`config.mk`:
```
export PLATFORM = sky130hd
export DESIGN_NAME = adder_subtractor_flat
export DESIGN_NICKNAME = d
export VERILOG_FILES = /design/src/rtl/alu_pkg.sv /design/src/rtl/adder_subtractor_if.sv /design/src/rtl/adder_subtractor_bit.sv /design/src/rtl/adder_subtractor.sv /design/src/flat_wrapper.sv
export SDC_FILE = /design/constraint.sdc
export NUM_CORES = 1
export LEC_CHECK = 0
export CAP_MARGIN = 15
export CORE_ASPECT_RATIO = 1.75
export CORE_MARGIN = 3
export CORE_UTILIZATION = 41
export CTS_CLUSTER_DIAMETER = 50
export DETAILED_ROUTE_END_ITERATION = 6
export PLACE_DENSITY = 0.75
export SYNTH_ARGS = -nofsm -noshare
export SYNTH_HDL_FRONTEND = slang
export SYNTH_HIERARCHICAL = 1
export SYNTH_SLANG_ARGS = --single-unit
```
`constraint.sdc`:
```
create_clock -name clk -period 73.2 [get_ports clk]
set_clock_uncertainty 0.15 [all_clocks]
set_input_delay 10.98 -clock clk [delete_from_list [all_inputs] [get_ports clk]]
set_output_delay 10.98 -clock clk [all_outputs]
set_load 0.02 [all_outputs]
```
`src/rtl/alu_pkg.sv`:
```
// Shared ALU definitions: default datapath width and the adder flag bundle.
package alu_pkg;

  localparam int ADDSUB_WIDTH_DEFAULT = 64;

  typedef struct packed {
    logic cout;
    logic overflow;
    logic zero;
    logic negative;
  } addsub_flags_t;

endpackage

```
`src/rtl/adder_subtractor_if.sv`:
```
// Operand/result bundle between the ALU front end (master) and the adder/subtractor (slave).
interface adder_subtractor_if #(
  parameter int WIDTH = alu_pkg::ADDSUB_WIDTH_DEFAULT
);
  logic             in_valid;
  logic [WIDTH-1:0] A;
  logic [WIDTH-1:0] B;
  logic             subtract;
  logic             out_valid;
  logic [WIDTH-1:0] Sum;
  logic             Cout;
  logic             overflow;
  logic             zero;
  logic             negative;

  modport master (
    output in_valid, A, B, subtract,
    input  out_valid, Sum, Cout, overflow, zero, negative
  );

  modport slave (
    input  in_valid, A, B, subtract,
    output out_valid, Sum, Cout, overflow, zero, negative
  );
endinterface

```
`src/rtl/adder_subtractor_bit.sv`:
```
// One ripple cell: conditionally inverts B so the chain computes A + ~B + 1 when subtracting.
module adder_subtractor_bit (
  input  logic A,
  input  logic B,
  input  logic Cin,
  input  logic subtract,
  output logic Cout,
  output logic Sum
);

  logic b_eff;

  assign b_eff = B ^ subtract;
  assign Sum   = A ^ b_eff ^ Cin;
  assign Cout  = (A & b_eff) | (A & Cin) | (b_eff & Cin);

endmodule

```
`src/rtl/adder_subtractor.sv`:
```
// Registered ripple adder/subtractor with carry, signed overflow and flag outputs.
// Define ADDSUB_FLAGS_EN to compute zero/negative; otherwise they are held at 0.
module adder_subtractor
  import alu_pkg::*;
#(
  parameter int WIDTH = ADDSUB_WIDTH_DEFAULT
) (
  input logic               clk,
  input logic               reset_n,
  adder_subtractor_if.slave bus
);

  logic [WIDTH:0]   carry;
  logic [WIDTH-1:0] sum_d;
  logic [WIDTH-1:0] sum_q;
  addsub_flags_t    flags_d;
  addsub_flags_t    flags_q;
  logic             valid_q;

  assign carry[0] = bus.subtract;

  for (genvar i = 0; i < WIDTH; i++) begin : g_cell
    adder_subtractor_bit u_bit (
      .A        (bus.A[i]),
      .B        (bus.B[i]),
      .Cin      (carry[i]),
      .subtract (bus.subtract),
      .Cout     (carry[i+1]),
      .Sum      (sum_d[i])
    );
  end

  always_comb begin
    flags_d          = '0;
    flags_d.cout     = carry[WIDTH];
    flags_d.overflow = carry[WIDTH] ^ carry[WIDTH-1];
`ifdef ADDSUB_FLAGS_EN
    flags_d.zero     = ~|sum_d;
    flags_d.negative = sum_d[WIDTH-1];
`endif
  end

  // Result registers hold between operations; only out_valid tracks in_valid every cycle.
  always_ff @(posedge clk) begin
    if (!reset_n) begin
      valid_q <= 1'b0;
      sum_q   <= '0;
      flags_q <= '0;
    end else begin
      valid_q <= bus.in_valid;
      if (bus.in_valid) begin
        sum_q   <= sum_d;
        flags_q <= flags_d;
      end
    end
  end

  assign bus.out_valid = valid_q;
  assign bus.Sum       = sum_q;
  assign bus.Cout      = flags_q.cout;
  assign bus.overflow  = flags_q.overflow;
  assign bus.zero      = flags_q.zero;
  assign bus.negative  = flags_q.negative;

endmodule

```
`src/flat_wrapper.sv`:
```
// flat-port wrapper written by rule: the top's interface ports become plain ports
module adder_subtractor_flat import alu_pkg::*;
#(
  parameter int WIDTH = ADDSUB_WIDTH_DEFAULT
)
  (clk, reset_n, bus_in_valid, bus_A, bus_B, bus_subtract, bus_out_valid, bus_Sum, bus_Cout, bus_overflow, bus_zero, bus_negative);
  adder_subtractor_if #(.WIDTH(WIDTH)) bus_i ();
  input logic clk;
  input logic reset_n;
  input wire logic [$bits(bus_i.in_valid)-1:0] bus_in_valid;
  input wire logic [$bits(bus_i.A)-1:0] bus_A;
  input wire logic [$bits(bus_i.B)-1:0] bus_B;
  input wire logic [$bits(bus_i.subtract)-1:0] bus_subtract;
  output wire logic [$bits(bus_i.out_valid)-1:0] bus_out_valid;
  output wire logic [$bits(bus_i.Sum)-1:0] bus_Sum;
  output wire logic [$bits(bus_i.Cout)-1:0] bus_Cout;
  output wire logic [$bits(bus_i.overflow)-1:0] bus_overflow;
  output wire logic [$bits(bus_i.zero)-1:0] bus_zero;
  output wire logic [$bits(bus_i.negative)-1:0] bus_negative;
  assign bus_i.in_valid = bus_in_valid;
  assign bus_i.A = bus_A;
  assign bus_i.B = bus_B;
  assign bus_i.subtract = bus_subtract;
  assign bus_out_valid = bus_i.out_valid;
  assign bus_Sum = bus_i.Sum;
  assign bus_Cout = bus_i.Cout;
  assign bus_overflow = bus_i.overflow;
  assign bus_zero = bus_i.zero;
  assign bus_negative = bus_i.negative;
  adder_subtractor #(.WIDTH(WIDTH)) u_core (.clk(clk), .reset_n(reset_n), .bus(bus_i));
endmodule
```
# [Yosys cells after proc, flatten, opt, wreduce, memory -nomap -nowiden]
# Cells that the tools add are included.
[totals] latchBits=0 inputBits=132 output_inout_bits=69 memories=0 regBits=67 wordCells=517 rom_bits=0 ramBits=0
[classes] mul=0 n_reduce_logical=0 shifts=0 n_addsub=0 mux=0 n_div=0 eq_ne=0 n_lt_le_gt_ge=0 bitwise=513
[op_table] operator="$xor 1x1->1" n=193
[op_table] operator="$and 1x1->1" n=192
[op_table] operator="$or 1x1->1" n=128

# [Logic depth before layout (Yosys ltp)]
[depth] word_depth=194 ltp_mapped=194 ltp_nobuf=194

# [By module]
# The synthesis kept the hierarchy.
[by_module_without_submodules] mod="adder_subtractor_bit" area_each_um2=43.8 cells_each=6 seq_area_each_um2=0.0 instances=64
[by_module_without_submodules] mod="adder_subtractor" area_each_um2=2557.5 cells_each=219 seq_area_each_um2=1341.3 instances=1

# [Least setup slack after synthesis]
# Ideal clock, no wire load.
[synth_timing] kind="input -> register" from="input bus_B[0]" to="register u_core.sum_q[63], in the netlist u_core/bus.Sum[63]" setup_ns=0.116 arrival_ns=41.077 path_slack_ns=31.857 path_buffers=0 required_time_ns=72.934 stages=194 cell_sequence="xnor2_1 -> fa_1 -> inv_1 -> inv_1 -> fa_1 -> inv_1 -> inv_1 -> fa_1 -> inv_1 -> inv_1 -> fa_1 -> inv_1 -> inv_1 -> fa_1 -> inv_1 -> inv_1 -> fa_1 -> inv_1 -> [158 not listed] -> inv_1 -> inv_1 -> fa_1 -> inv_1 -> inv_1 -> fa_1 -> inv_1 -> inv_1 -> fa_1 -> inv_1 -> inv_1 -> fa_1 -> inv_1 -> inv_1 -> fa_1 -> inv_1 -> mux2i_1 -> nor2b_1"
[synth_between] elab_chain_len=191 word_cells_on_any_way=254 classes_between="bitwise: 254"
[synth_rtl] item="start: declaration" line_no="flat_wrapper.sv:12" source="input wire logic [$bits(bus_i.B)-1:0] bus_B;"
[synth_rtl] item="$xor 1x1->1 *" line_no="adder_subtractor_bit.sv:13" source="assign b_eff = B ^ subtract;"
[synth_rtl] item="$and 1x1->1" line_no="adder_subtractor_bit.sv:15" source="assign Cout = (A & b_eff) | (A & Cin) | (b_eff & Cin);"
[synth_rtl] item="$or 1x1->1" line_no="adder_subtractor_bit.sv:15"
[synth_rtl] item="$or 1x1->1 *" line_no="adder_subtractor_bit.sv:15"
[synth_rtl] item="via u_core.carry[1]" line_no="adder_subtractor.sv:13" source="logic [WIDTH:0] carry;"
[synth_rtl] item="$and 1x1->1" line_no="adder_subtractor_bit.sv:15"
[synth_rtl] item="$or 1x1->1" line_no="adder_subtractor_bit.sv:15"
[synth_rtl] item="$or 1x1->1 *" line_no="adder_subtractor_bit.sv:15"
[synth_rtl] item="via u_core.carry[2]" line_no="adder_subtractor.sv:13"
[synth_rtl] item="[3 not listed]"
[synth_rtl] item="via u_core.carry[3]" line_no="adder_subtractor.sv:13"
[synth_rtl] item="[3 not listed]"
[synth_rtl] item="via u_core.carry[4]" line_no="adder_subtractor.sv:13"
[synth_rtl] item="[3 not listed]"
[synth_rtl] item="via u_core.carry[5]" line_no="adder_subtractor.sv:13"
[synth_rtl] item="[3 not listed]"
[synth_rtl] item="via u_core.carry[6]" line_no="adder_subtractor.sv:13"
[synth_rtl] item="[3 not listed]"
[synth_rtl] item="via u_core.carry[7]" line_no="adder_subtractor.sv:13"
[synth_rtl] item="[3 not listed]"
[synth_rtl] item="via u_core.carry[8]" line_no="adder_subtractor.sv:13"
[synth_rtl] item="[3 not listed]"
[synth_rtl] item="via u_core.carry[9]" line_no="adder_subtractor.sv:13"
[synth_rtl] item="[3 not listed]"
[synth_rtl] item="via u_core.carry[10]" line_no="adder_subtractor.sv:13"
[synth_rtl] item="[3 not listed]"
[synth_rtl] item="via u_core.carry[11]" line_no="adder_subtractor.sv:13"
[synth_rtl] item="[3 not listed]"
[synth_rtl] item="via u_core.carry[12]" line_no="adder_subtractor.sv:13"
[synth_rtl] item="[3 not listed]"
[synth_rtl] item="via u_core.carry[13]" line_no="adder_subtractor.sv:13"
[synth_rtl] item="[3 not listed]"
[synth_rtl] item="via u_core.carry[14]" line_no="adder_subtractor.sv:13"
[synth_rtl] item="[3 not listed]"
[synth_rtl] item="via u_core.carry[15]" line_no="adder_subtractor.sv:13"
[synth_rtl] item="[3 not listed]"
[synth_rtl] item="via u_core.carry[16]" line_no="adder_subtractor.sv:13"
[synth_rtl] item="[3 not listed]"
[synth_rtl] item="via u_core.carry[17]" line_no="adder_subtractor.sv:13"
[synth_rtl] item="[3 not listed]"
[synth_rtl] item="via u_core.carry[18]" line_no="adder_subtractor.sv:13"
[synth_rtl] item="[3 not listed]"
[synth_rtl] item="via u_core.carry[19]" line_no="adder_subtractor.sv:13"
[synth_rtl] item="[3 not listed]"
[synth_rtl] item="via u_core.carry[20]" line_no="adder_subtractor.sv:13"
[synth_rtl] item="[3 not listed]"
[synth_rtl] item="via u_core.carry[21]" line_no="adder_subtractor.sv:13"
[synth_rtl] item="[3 not listed]"
[synth_rtl] item="via u_core.carry[22]" line_no="adder_subtractor.sv:13"
[synth_rtl] item="[3 not listed]"
[synth_rtl] item="via u_core.carry[23]" line_no="adder_subtractor.sv:13"
[synth_rtl] item="[3 not listed]"
[synth_rtl] item="via u_core.carry[24]" line_no="adder_subtractor.sv:13"
[synth_rtl] item="[3 not listed]"
[synth_rtl] item="via u_core.carry[25]" line_no="adder_subtractor.sv:13"
[synth_rtl] item="[3 not listed]"
[synth_rtl] item="via u_core.carry[26]" line_no="adder_subtractor.sv:13"
[synth_rtl] item="[3 not listed]"
[synth_rtl] item="via u_core.carry[27]" line_no="adder_subtractor.sv:13"
[synth_rtl] item="[3 not listed]"
[synth_rtl] item="via u_core.carry[28]" line_no="adder_subtractor.sv:13"
[synth_rtl] item="[3 not listed]"
[synth_rtl] item="via u_core.carry[29]" line_no="adder_subtractor.sv:13"
[synth_rtl] item="[3 not listed]"
[synth_rtl] item="via u_core.carry[30]" line_no="adder_subtractor.sv:13"
[synth_rtl] item="[3 not listed]"
[synth_rtl] item="via u_core.carry[31]" line_no="adder_subtractor.sv:13"
[synth_rtl] item="[3 not listed]"
[synth_rtl] item="via u_core.carry[32]" line_no="adder_subtractor.sv:13"
[synth_rtl] item="[3 not listed]"
[synth_rtl] item="via u_core.carry[33]" line_no="adder_subtractor.sv:13"
[synth_rtl] item="[3 not listed]"
[synth_rtl] item="via u_core.carry[34]" line_no="adder_subtractor.sv:13"
[synth_rtl] item="[3 not listed]"
[synth_rtl] item="via u_core.carry[35]" line_no="adder_subtractor.sv:13"
[synth_rtl] item="[3 not listed]"
[synth_rtl] item="via u_core.carry[36]" line_no="adder_subtractor.sv:13"
[synth_rtl] item="[3 not listed]"
[synth_rtl] item="via u_core.carry[37]" line_no="adder_subtractor.sv:13"
[synth_rtl] item="[3 not listed]"
[synth_rtl] item="via u_core.carry[38]" line_no="adder_subtractor.sv:13"
[synth_rtl] item="[3 not listed]"
[synth_rtl] item="via u_core.carry[39]" line_no="adder_subtractor.sv:13"
[synth_rtl] item="[3 not listed]"
[synth_rtl] item="via u_core.carry[40]" line_no="adder_subtractor.sv:13"
[synth_rtl] item="[3 not listed]"
[synth_rtl] item="via u_core.carry[41]" line_no="adder_subtractor.sv:13"
[synth_rtl] item="[3 not listed]"
[synth_rtl] item="via u_core.carry[42]" line_no="adder_subtractor.sv:13"
[synth_rtl] item="[3 not listed]"
[synth_rtl] item="via u_core.carry[43]" line_no="adder_subtractor.sv:13"
[synth_rtl] item="[3 not listed]"
[synth_rtl] item="via u_core.carry[44]" line_no="adder_subtractor.sv:13"
[synth_rtl] item="[3 not listed]"
[synth_rtl] item="via u_core.carry[45]" line_no="adder_subtractor.sv:13"
[synth_rtl] item="[3 not listed]"
[synth_rtl] item="via u_core.carry[46]" line_no="adder_subtractor.sv:13"
[synth_rtl] item="[3 not listed]"
[synth_rtl] item="via u_core.carry[47]" line_no="adder_subtractor.sv:13"
[synth_rtl] item="[3 not listed]"
[synth_rtl] item="via u_core.carry[48]" line_no="adder_subtractor.sv:13"
[synth_rtl] item="[3 not listed]"
[synth_rtl] item="via u_core.carry[49]" line_no="adder_subtractor.sv:13"
[synth_rtl] item="[3 not listed]"
[synth_rtl] item="via u_core.carry[50]" line_no="adder_subtractor.sv:13"
[synth_rtl] item="[3 not listed]"
[synth_rtl] item="via u_core.carry[51]" line_no="adder_subtractor.sv:13"
[synth_rtl] item="[3 not listed]"
[synth_rtl] item="via u_core.carry[52]" line_no="adder_subtractor.sv:13"
[synth_rtl] item="[3 not listed]"
[synth_rtl] item="via u_core.carry[53]" line_no="adder_subtractor.sv:13"
[synth_rtl] item="[3 not listed]"
[synth_rtl] item="via u_core.carry[54]" line_no="adder_subtractor.sv:13"
[synth_rtl] item="[3 not listed]"
[synth_rtl] item="via u_core.carry[55]" line_no="adder_subtractor.sv:13"
[synth_rtl] item="[3 not listed]"
[synth_rtl] item="via u_core.carry[56]" line_no="adder_subtractor.sv:13"
[synth_rtl] item="[3 not listed]"
[synth_rtl] item="via u_core.carry[57]" line_no="adder_subtractor.sv:13"
[synth_rtl] item="[3 not listed]"
[synth_rtl] item="via u_core.carry[58]" line_no="adder_subtractor.sv:13"
[synth_rtl] item="[3 not listed]"
[synth_rtl] item="via u_core.carry[59]" line_no="adder_subtractor.sv:13"
[synth_rtl] item="[3 not listed]"
[synth_rtl] item="via u_core.carry[60]" line_no="adder_subtractor.sv:13"
[synth_rtl] item="[3 not listed]"
[synth_rtl] item="via u_core.carry[61]" line_no="adder_subtractor.sv:13"
[synth_rtl] item="[2 not listed]"
[synth_rtl] item="$or 1x1->1 *" line_no="adder_subtractor_bit.sv:15"
[synth_rtl] item="via u_core.carry[62]" line_no="adder_subtractor.sv:13"
[synth_rtl] item="$and 1x1->1" line_no="adder_subtractor_bit.sv:15"
[synth_rtl] item="$or 1x1->1" line_no="adder_subtractor_bit.sv:15"
[synth_rtl] item="$or 1x1->1 *" line_no="adder_subtractor_bit.sv:15"
[synth_rtl] item="via u_core.carry[63]" line_no="adder_subtractor.sv:13"
[synth_rtl] item="$xor 1x1->1 *" line_no="adder_subtractor_bit.sv:14" source="assign Sum = A ^ b_eff ^ Cin;"
[synth_rtl] item="via u_core.sum_d[63]" line_no="adder_subtractor.sv:14" source="logic [WIDTH-1:0] sum_d;"
[synth_rtl] item="end signal: assignment" line_no="adder_subtractor.sv:52" source="sum_q <= sum_d;"
[synth_rtl] item="end: declaration" line_no="adder_subtractor.sv:15" source="logic [WIDTH-1:0] sum_q;"
# Mark *: on every way through the listed nets, which the timed path passes. The rest lies on a longest branch.
# A chain may end at the register's enable or synchronous reset.

# [Worst setup path in the final report]
# Ends and elaborated chain as after synthesis.

==> flow_metrics.py <==
metrics = {
    "yosys": {
        "ys_warn_count": 6,
        "synthCells": 603,
        "synth.cell_area_mm2": 0.00536,
        "synth_seq_cells": 67,
        "ys_types": 15,
        "syn_area_per_cell_um2": 8.89,
        "ys_seq_area_frac": 0.250,
    },
    "route": {
        "post_drt_wl_per_cell_um": 13.4,
        "first_pass_iters": 4,
        "routed_wl_mm": 13.0,
        "ant_nets": 0,
        "drc": 0,
        "viasPerCell": 4.24,
        "first_iter_violations": 58,
        "num_vias": 4118,
    },
    "placement": {
        "gp_congestion": 0.804,
        "dp_hpwl_mm": 10.5,
        "placed_cell_area_mm2": 0.00743,
        "portBuffers": 198,
    },
    "timing": {
        "max_slew.worst_pin.slew_ns": 0.982,
        "report.final.setup_viol": 0,
        "drv_slew": 0,
        "hold_viol": 0,
        "final.period_utilization": 0.591,
        "fin_crit_ns": 43.30,
        "rsz0062_at_grt": "false",
        "final.setup.tns_ns": 0,
        "fmax_ghz": 0.0231,
        "relSlewSlack": 0.345,
    },
    "critical_path": {
        "r2r_start": "u_core/bus.Sum[31]",
        "cp_max_fo": 2,
        "critPathMaxStageDelay_ns": 0.50,
        "r2r-end": "u_core/bus.Sum[31]",
        "end_kind": "flip-flop",
        "crit_slowest_cell": "fa_1",
        "path_class": "input pin to flip-flop",
        "required_ns": 73.27,
        "worstPathArrival_ns": 43.37,
        "ff2ff_path_depth": 2,
        "cp_common_cell": "inv_1",
        "reg2reg_slack_ns": 72.42,
        "start_kind": "input pin",
    },
    "global_route": {
        "grt_pass1_wl_mm": 21.0,
        "grt_pass1_vias": 4602,
        "antenna_found_initial": 1,
        "grt_util_all_layers": 0.185,
        "grt_overflow": 0,
        "grt_max_degree": 68,
    },
    "floorplanning": {
        "design.core.area_mm2": 0.0126,
        "initial_core_util": 0.424,
        "dieArea_mm2": 0.0145,
        "fp-row-count": 54,
        "fp.dieW_um": 92.4,
        "io_pins": 201,
        "die_h_um": 157,
    },
    "clock_tree": {
        "cts_setup_buffers": 0,
        "cts_tree": "built",
        "clk_pin_slew_worst_paths_ns": 0.05,
        "insertion_delay_ns": 0.33,
        "htree_levels": 3,
        "tritoncts.num_buffers": 9,
        "hold_buffers": 0,
        "clock-root-buffer": "clkbuf_16",
        "postCtsResizedCells": 0,
        "clock_sinks": 67,
        "cts_max_path_buffers": 2,
    },
    "cells_and_area": {
        "fin_nets": 994,
        "drive_gt1_frac": 0.0262,
        "layout_commonest_cell": "inv_1",
        "mostFrequentLayoutCells": "inv_1, clkdlybuf4s50_1, dfxtp_1",
        "synthToLayoutAreaGrowth_pct": 44.5,
        "final_area_mm2": 0.00775,
    },
    "worst_hold_path": {
        "min_path_type": "flip-flop to flip-flop",
        "holdPathEnd": "u_core/bus.Sum[2]",
        "hold_start": "u_core/bus.Sum[2]",
        "holdPathStages": 2,
    },
    "pwr": {
        "max-vdd-ir-drop_uv": 10.8,
        "p_leak_uw": 0.00394,
        "power.density_mw_per_mm2": 19.6,
    },
    "run_status": {
        "status": "completed",
    },
    "job": {
        "drv_cap": 0,
    },
}
[synthesized netlist by cell type]
cell type  instances  area (um^2)
buf_12             1         20.0
fa_1              64         1280
conb_1             1         3.75
buf_2              1         5.00
inv_1            256          961
clkbuf_1           6         22.5
nor2b_1           65          407
mux2i_1           65          651
o21ai_1            1         5.00
buf_4              7         52.6
dfxtp_1           67         1340
xnor2_1           65          569
and2_1             1         6.26
a21oi_1            1         5.00
buf_8              2         30.0
[stage by stage]
stage | power, uW | hold WS (ns) | setup WS [ns] | utilization | std cells
5_1_grt | 163 | 0.395 | 27.83 | 0.613 | 972
2_1_floorplan | 82.0 | 0.424 | 31.86 | - | 604
4_1_cts | 154 | 0.373 | 29.69 | 0.613 | 971
3_3_place_gp | 105 | 0.347 | 30.17 | 0.588 | 955
6_report | 152 | 0.363 | 29.90 | 0.613 | 972
3_5_place_dp | 108 | 0.356 | 29.40 | 0.588 | 955
[report_power, final]
group | internal [uW] | total (uW) | switching, uW
combinational | 31.0 | 62.1 | 31.1
clock | 28.3 | 44.8 | 16.5
sequential | 41.9 | 44.7 | 2.77
total | 101 | 152 | 50.3
[worst max-delay path, delay by kind of cell]
kind / cells / cell delay, ns
and+or+nand+nor: 1 / 0.06
xor gates and xnor gates: 1 / 0.14
muxes: 1 / 0.13
adders and majority gates: 64 / 24.64
buffers and inverters: 128 / 7.48
[final cells by class]
class                      count  area (um^2)
timing repair buffer         200         1990
inverter                     256          961
clock inverter                 5         60.1
tap                          168          210
sequential                    67         1340
antenna                        1         2.50
multi-input combinational    264         2930
fill                        1089         4890
clock buffer                  11          253
[cell families after synthesis]
| kind of cell | count (synthesis) | share of synthesized area |
|---|---|---|
| flip-flops | 67 | 0.250 |
| AO/OA/AOI/OAI | 2 | 0.00187 |
| XOR/XNOR | 65 | 0.106 |
| adder cells (fa/ha/maj) | 64 | 0.239 |
| multiplexers | 65 | 0.121 |
| AND/OR/NAND/NOR | 66 | 0.0770 |
| buffers and inverters | 273 | 0.204 |
| other | 1 | 0.000700 |
[sequential cells by signal, indices dropped and copies added, names as in the netlist]
signal,cells
u_core/bus.Cout,1
u_core/bus.out_valid,1
u_core/bus.Sum,64
u_core/bus.overflow,1
[worst max path at each step]
stage          startpoint                  to  slack (ns)  depth (start not counted)
6_report         bus_B[0]  u_core/bus.Sum[63]       29.90                        195
5_1_grt          bus_A[0]  u_core/bus.Sum[63]       27.83                        195
4_1_cts          bus_B[0]  u_core/bus.Sum[63]       29.69                        195
3_5_place_dp     bus_B[0]  u_core/bus.Sum[63]       29.40                        195
3_3_place_gp     bus_B[0]  u_core/bus.Sum[63]       30.17                        195
2_1_floorplan    bus_B[0]  u_core/bus.Sum[63]       31.86                        194
[metal layers]
layer  part of all wire  track usage  vias up
li1                   -            -     2004
met1               0.31        0.169     1966
met2               0.60        0.374      116
met3              0.048       0.0306       32
met4              0.039        0.101        0
met5                  0            0        -
Note: power is estimated with default switching activity, not from simulation.
